**src/rtl/mmio_int_ctrl_if.sv**
```systemverilog
// Bus and cpu interrupt handshake bundle for mmio_int_ctrl.
interface mmio_int_ctrl_if;
    logic [7:0] addr;
    logic [7:0] w_data;
    logic       w_en;
    logic [7:0] r_data;
    logic       hit;
    logic       int_ack;
    logic       int_ret;
    logic       int_req;
    logic [7:0] int_en;
    logic [7:0] int_vec;

    modport master (
        output addr, w_data, w_en, int_ack, int_ret,
        input  r_data, hit, int_req, int_en, int_vec
    );

    modport slave (
        input  addr, w_data, w_en, int_ack, int_ret,
        output r_data, hit, int_req, int_en, int_vec
    );
endinterface

```
**src/rtl/mmio_int_ctrl.sv**
```systemverilog
// Memory-mapped fixed-priority interrupt controller with request/ack/return handshake.
// Optional MMIO_INT_CTRL_LEVEL_EN adds a TRIG register selecting level-sensitive sources.
module mmio_int_ctrl #(
    parameter int         NUM_SRC   = 4,
    parameter logic [7:0] BASE_ADDR = 8'hF0
) (
    input  logic               wb_clk_i,
    input  logic               reset,
    input  logic [NUM_SRC-1:0] src_i,
    mmio_int_ctrl_if.slave     bus
);
    localparam int IDX_W = (NUM_SRC > 1) ? $clog2(NUM_SRC) : 1;
    localparam logic [7:0] VEC_END = 8'(3 + NUM_SRC);
`ifdef MMIO_INT_CTRL_LEVEL_EN
    localparam logic [7:0] WIN_SZ = 8'(4 + NUM_SRC);
`else
    localparam logic [7:0] WIN_SZ = 8'(3 + NUM_SRC);
`endif

    typedef enum logic [1:0] {IDLE = 2'd0, REQ = 2'd1, SVC = 2'd2} state_t;

    state_t             state_r, state_n_s;
    logic [NUM_SRC-1:0] en_r, pend_r, src_q_r, pend_n_s;
    logic [NUM_SRC-1:0] set_s, w1c_s, ack_clr_s, req_s;
    logic               gie_r;
    logic [7:0]         vec_r [NUM_SRC];
    logic [IDX_W-1:0]   sel_r, sel_n_s, win_s, vidx_s;
    logic [7:0]         off_s, r_data_s, vec_n_s;
    logic               hit_s, wr_s, gie_off_s, int_req_r;
    logic [7:0]         int_en_r, int_vec_r;
`ifdef MMIO_INT_CTRL_LEVEL_EN
    logic [NUM_SRC-1:0] trig_r;
`endif

    assign off_s     = bus.addr - BASE_ADDR;
    assign hit_s     = (bus.addr >= BASE_ADDR) && (off_s < WIN_SZ);
    assign wr_s      = bus.w_en && hit_s;
    assign vidx_s    = IDX_W'(off_s - 8'd3);
    assign gie_off_s = wr_s && (off_s == 8'd2) && !bus.w_data[0];
    assign req_s     = pend_r & en_r;

    // Combinational register read mux
    always_comb begin
        r_data_s = 8'h00;
        if (hit_s) begin
            case (off_s)
                8'd0:    r_data_s = 8'(en_r);
                8'd1:    r_data_s = 8'(pend_r);
                8'd2:    r_data_s = {6'd0, (state_r != IDLE), gie_r};
                default: begin
                    if (off_s < VEC_END) begin
                        r_data_s = vec_r[vidx_s];
                    end else begin
`ifdef MMIO_INT_CTRL_LEVEL_EN
                        r_data_s = 8'(trig_r);
`else
                        r_data_s = 8'h00;
`endif
                    end
                end
            endcase
        end else begin
            r_data_s = 8'h00;
        end
    end

    // Configuration registers written from the bus
    always_ff @(posedge wb_clk_i or posedge reset) begin
        if (reset) begin
            en_r  <= '0;
            gie_r <= 1'b0;
            for (int i = 0; i < NUM_SRC; i++) vec_r[i] <= 8'h00;
`ifdef MMIO_INT_CTRL_LEVEL_EN
            trig_r <= '0;
`endif
        end else if (wr_s) begin
            case (off_s)
                8'd0:    en_r  <= bus.w_data[NUM_SRC-1:0];
                8'd1:    ;
                8'd2:    gie_r <= bus.w_data[0];
                default: begin
                    if (off_s < VEC_END) vec_r[vidx_s] <= bus.w_data;
`ifdef MMIO_INT_CTRL_LEVEL_EN
                    else trig_r <= bus.w_data[NUM_SRC-1:0];
`endif
                end
            endcase
        end
    end

    // Pending update: a new set always beats W1C or ack clear on the same bit
    always_comb begin
        w1c_s = '0;
        if (wr_s && (off_s == 8'd1)) begin
            w1c_s = bus.w_data[NUM_SRC-1:0];
        end else begin
            w1c_s = '0;
        end
`ifdef MMIO_INT_CTRL_LEVEL_EN
        set_s = (trig_r & src_i) | (~trig_r & src_i & ~src_q_r);
`else
        set_s = src_i & ~src_q_r;
`endif
        pend_n_s = (pend_r & ~w1c_s & ~ack_clr_s) | set_s;
    end

    // Lowest-index winner among enabled pending sources
    always_comb begin
        win_s = '0;
        for (int i = NUM_SRC - 1; i >= 0; i--) begin
            win_s = req_s[i] ? IDX_W'(i) : win_s;
        end
    end

    // FSM next state, latched selection and ack clear
    always_comb begin
        state_n_s = state_r;
        sel_n_s   = sel_r;
        vec_n_s   = int_vec_r;
        ack_clr_s = '0;
        case (state_r)
            IDLE: begin
                if (gie_r && (req_s != '0)) begin
                    state_n_s = REQ;
                    sel_n_s   = win_s;
                    vec_n_s   = vec_r[win_s];
                end else begin
                    state_n_s = IDLE;
                end
            end
            REQ: begin
                if (gie_off_s) begin
                    state_n_s = IDLE;
                end else if (bus.int_ack) begin
                    state_n_s        = SVC;
                    ack_clr_s[sel_r] = 1'b1;
                end else begin
                    state_n_s = REQ;
                end
            end
            SVC: begin
                if (bus.int_ret) begin
                    state_n_s = IDLE;
                end else begin
                    state_n_s = SVC;
                end
            end
            default: state_n_s = IDLE;
        endcase
    end

    // State, pending, edge history and registered cpu-side outputs
    always_ff @(posedge wb_clk_i or posedge reset) begin
        if (reset) begin
            state_r   <= IDLE;
            sel_r     <= '0;
            pend_r    <= '0;
            src_q_r   <= '0;
            int_req_r <= 1'b0;
            int_en_r  <= 8'h01;
            int_vec_r <= 8'h00;
        end else begin
            state_r   <= state_n_s;
            sel_r     <= sel_n_s;
            pend_r    <= pend_n_s;
            src_q_r   <= src_i;
            int_req_r <= (state_n_s == REQ);
            int_en_r  <= (state_n_s == IDLE) ? 8'h01 : 8'h00;
            int_vec_r <= vec_n_s;
        end
    end

    assign bus.r_data  = r_data_s;
    assign bus.hit     = hit_s;
    assign bus.int_req = int_req_r;
    assign bus.int_en  = int_en_r;
    assign bus.int_vec = int_vec_r;
endmodule

```
**src/flat_wrapper.sv**
```systemverilog
// flat-port wrapper written by rule: the top's interface ports become plain ports
module mmio_int_ctrl_flat 
#(
    parameter int         NUM_SRC   = 4,
    parameter logic [7:0] BASE_ADDR = 8'hF0
)
  (wb_clk_i, reset, src_i, bus_addr, bus_w_data, bus_w_en, bus_int_ack, bus_int_ret, bus_r_data, bus_hit, bus_int_req, bus_int_en, bus_int_vec);
  mmio_int_ctrl_if bus_i ();
  input  logic wb_clk_i;
  input  logic reset;
  input  logic [NUM_SRC-1:0] src_i;
  input wire logic [$bits(bus_i.addr)-1:0] bus_addr;
  input wire logic [$bits(bus_i.w_data)-1:0] bus_w_data;
  input wire logic [$bits(bus_i.w_en)-1:0] bus_w_en;
  input wire logic [$bits(bus_i.int_ack)-1:0] bus_int_ack;
  input wire logic [$bits(bus_i.int_ret)-1:0] bus_int_ret;
  output wire logic [$bits(bus_i.r_data)-1:0] bus_r_data;
  output wire logic [$bits(bus_i.hit)-1:0] bus_hit;
  output wire logic [$bits(bus_i.int_req)-1:0] bus_int_req;
  output wire logic [$bits(bus_i.int_en)-1:0] bus_int_en;
  output wire logic [$bits(bus_i.int_vec)-1:0] bus_int_vec;
  assign bus_i.addr = bus_addr;
  assign bus_i.w_data = bus_w_data;
  assign bus_i.w_en = bus_w_en;
  assign bus_i.int_ack = bus_int_ack;
  assign bus_i.int_ret = bus_int_ret;
  assign bus_r_data = bus_i.r_data;
  assign bus_hit = bus_i.hit;
  assign bus_int_req = bus_i.int_req;
  assign bus_int_en = bus_i.int_en;
  assign bus_int_vec = bus_i.int_vec;
  mmio_int_ctrl #(.NUM_SRC(NUM_SRC), .BASE_ADDR(BASE_ADDR)) u_core (.wb_clk_i(wb_clk_i), .reset(reset), .src_i(src_i), .bus(bus_i));
endmodule
```
**config.mk**
```make
export PLATFORM = sky130hd
export DESIGN_NAME = mmio_int_ctrl_flat
export DESIGN_NICKNAME = d
export VERILOG_FILES = /design/src/rtl/mmio_int_ctrl_if.sv /design/src/rtl/mmio_int_ctrl.sv /design/src/flat_wrapper.sv
export SDC_FILE = /design/constraint.sdc
export NUM_CORES = 1
export LEC_CHECK = 0
export BUFFER_PORTS_ARGS = -buffer_cell sky130_fd_sc_hd__buf_2
export CAP_MARGIN = 20
export CORE_MARGIN = 10
export CORE_UTILIZATION = 30
export CTS_CLUSTER_SIZE = 16
export DETAILED_ROUTE_END_ITERATION = 10
export GPL_ROUTABILITY_DRIVEN = 0
export HOLD_SLACK_MARGIN = 0.05
export SLEW_MARGIN = 20
export SYNTH_ARGS = -nofsm -noshare
export SYNTH_HDL_FRONTEND = slang
export SYNTH_SLANG_ARGS = --single-unit
export TNS_END_PERCENT = 5
```
**constraint.sdc**
```tcl
create_clock -name wb_clk_i -period 2.61 [get_ports wb_clk_i]
set_clock_uncertainty 0.2 [all_clocks]
set_input_delay 0.3915 -clock wb_clk_i [delete_from_list [all_inputs] [get_ports wb_clk_i]]
set_output_delay 0.3915 -clock wb_clk_i [all_outputs]
set_load 0.1 [all_outputs]
```
==> summary.txt <==
Routed wl met2: 4180 um
Max stage delay on crit path: 0.48 ns
Commonest non-fill, non-tap cell in the layout: dfrtp_1
Crit Path Class: in2out
Post-synth EDFFs: 0
Row Count: 36
Vias per cell: 5.03
Hold Vio Cnt, Final: 0
Hold path start: bus_int_ret
Number of synthesized register bits: 59
Seq/Total Area, Yosys: 0.490
Initial antenna violation count: 0
GR Util All Layers: 0.116
Post-Synthesis Cells: 255
Total power: 0.00202 W
First-pass DRT Iterations: 4
Depth of the worst register-to-register path: 5
Pint: 0.00142 W
Sw frac: 0.297
# DRC: 0
Hold Path Stages: 2
Detailed Route WL: 8230 um
Worst hold path class: in2reg
Routed via count: 2310
WP data required: 2.02 ns
H-Tree Depth: 3
FF-to-FF Start: u_core.pend_r[2]
Maximum vdd drop: 200 uV
Yosys cell types: 44
Post-DRT Antenna Nets: 0
Max Cap Viol: 0
Final Cycle Share: 0.981
First-pass GRT wire length: 13100 um
Unrepaired setup endpoints after global routing: no
TritonCTS clock tree: done
Mapped Avg Cell Area: 11.8 um^2
Die ar.: 0.0145 mm^2
Synth warn: 0
Slowest stage cell, crit path: mux4_2
Die Wd: 120 um
Area contributors post-synth: dfrtp_1 (48%), mux2_2 (13%), mux4_2 (6.0%), nand2_1 (2.5%), buf_4 (2.2%)
Clk slew on worst S/H paths: 0.07 ns
Height of the die: 120 um
Fmax: 391 MHz
DRT iter0 DRCs: 134
Max layer used: met4
Layout filler cell count: 937
Startpoint class of the critical path: primary input
CP max FO: 8
Root buffer cell: clkbuf_8
Crit path arrival time: 1.97 ns
Critical path cell sequence: buf_2, inv_4, ha_1, buf_12, mux4_2, and3_2, buf_12
Number of buffers created by CTS: 9
Top Ports: 51
Combinational fraction of design power: 0.151
Met3 wire len: 560 um
Nets: 351
Outcome: complete, no violations
Sequential power share: 0.490
Largest net degree at the start of global routing: 60
Largest area contributor in the netlist: dfrtp_1
RR Endpoint: u_core.bus.int_vec[3]
Total grt overflow: 0
WL met1: 3420 um
Mapped cell area: 0.00301 mm^2
Core Util, Final: 0.405
Core area: 0.00977 mm^2
PwrDens: 510 mW/mm^2
Setup Viol. Count Final: 0
Starting density of the core: 0.308
Commonest non-fill, non-tap cells in the layout: dfrtp_1 (58), mux2_2 (36), buf_2 (34)
Ys flop type: dfrtp_1
Clock latency on the worst-skew pair: 0.34 ns
Sink Count: 59
I/O Buffers: 43
# diodes: 0
Wire per inst: 17.9 um
Synth top area share: 0.482
Clock network power share: 0.359
DP HPWL: 6000 um
Worst Setup End Kind: output pin
Layout area overhead: 31.5%
NetSw: 0.000601 W
Setup bufs post-CTS: 0
Slew @ Worst Pin: 0.507 ns
CP dominant cell by count: buf_12
Fin crit period: 2.56 ns
Reg2Reg Setup Slack: 0.68 ns
Final Max Slew Viols: 0
LEAKAGE: 1.76 nW
Share of cells above drive strength 1: 0.426
Slew HR: 0.660
Ys async rst share: 1.00
Worst-case clock buffer depth: 2
Min-Delay Endpoint: u_core.state_r[1]
Vias in the first global route: 2441
[flip-flops by register name (all words and copies together) (netlist names)]
name                flops
u_core.bus.int_req      1
u_core.bus.int_vec      8
u_core.pend_r           4
u_core.vec_r           32
u_core.gie_r            1
u_core.src_q_r          4
u_core.state_r          2
u_core.bus.int_en       1
u_core.en_r             4
u_core.sel_r            2
[layer usage]
metal	GRT usage	vias up
met3	0.0437	6
li1	-	1073
met2	0.195	73
met4	0.0271	0
met1	0.137	1158
met5	0	-
[layout make-up]
class,count,area [um^2],area share
multi-input combinational,175,1490,0.375
sequential,59,1480,0.373
timing repair buffer,66,623,0.157
tap,133,166,0.0420
clock buffer,10,128,0.0322
clock inverter,6,41.3,0.0104
inverter,10,40.0,0.0101
[power groups by stage]
stage	sequential [W]	clock, W	combinational (W)
6_report	0.000991	0.000726	0.000305
5_1_grt	0.000996	0.000786	0.000331
4_1_cts	0.000990	0.000744	0.000308
3_5_place_dp	0.00101	0	0.000301
3_3_place_gp	0.00101	0	0.000296
2_1_floorplan	0.00101	0	0.000200
[kinds of logic after synthesis]
logic type,count (synthesis),share of synthesized area
simple gates,66,0.116
flops,59,0.490
mux,49,0.211
compound gates,48,0.115
buf+inv,27,0.0457
fa+ha+maj,5,0.0208
other cells,1,0.00124
[synthesized netlist by cell type (4+ instances only)]
cell and instances:
o31ai_1 4, buf_4 9, inv_1 9, o221ai_1 4
mux4_2 8, a21oi_1 8, o21ai_0 10, dfrtp_1 58
and3_1 5, ha_1 5, a32o_1 4, a22oi_1 7
nor2_1 15, a221oi_1 4, mux2i_1 4, mux2_2 36
nand2_1 20, clkbuf_1 6
[critical path: cells and delay by family]
| family | cells | cell delay, ns |
|---|---|---|
| buffers and inverters | 4 | 0.52 |
| and+or+nand+nor | 1 | 0.25 |
| muxes | 1 | 0.48 |
| adders and majority gates | 1 | 0.32 |
[worst max path at each step]
stage | startpoint | to | slack (ns) | cells after the start
after detailed placement | bus_addr[0] | bus_r_data[7] | 0.04 | 7
after global placement | bus_addr[0] | bus_r_data[6] | 0.06 | 7
after global routing | bus_addr[0] | bus_r_data[6] | 0.02 | 7
final | bus_addr[0] | bus_r_data[6] | 0.05 | 7
after floorplan | bus_addr[0] | bus_r_data[4] | -0.10 | 4
after CTS | bus_addr[0] | bus_r_data[7] | 0.04 | 7
[per-stage QoR]
stage	hold slack [ns]	cell area (um^2)	setup slack, ns	TNS (ns)	std cells
6_report	0.0878	3960	0.0499	0	459
5_1_grt	0.0877	3960	0.0214	0	459
4_1_cts	0.0860	3960	0.0396	0	459
3_5_place_dp	0.266	3740	0.0440	0	438
3_3_place_gp	0.264	3740	0.0600	0	438
2_1_floorplan	0.223	3110	-0.103	-0.476	261
[timing repair]
action | in CTS | in global routing
setup endpoints to repair | 0 | 1
resized for setup | 0 | 1
hold buffers | 5 | 0
hold endpoints to repair | 62 | 0
No activity file was read; power rests on OpenSTA's default activity.
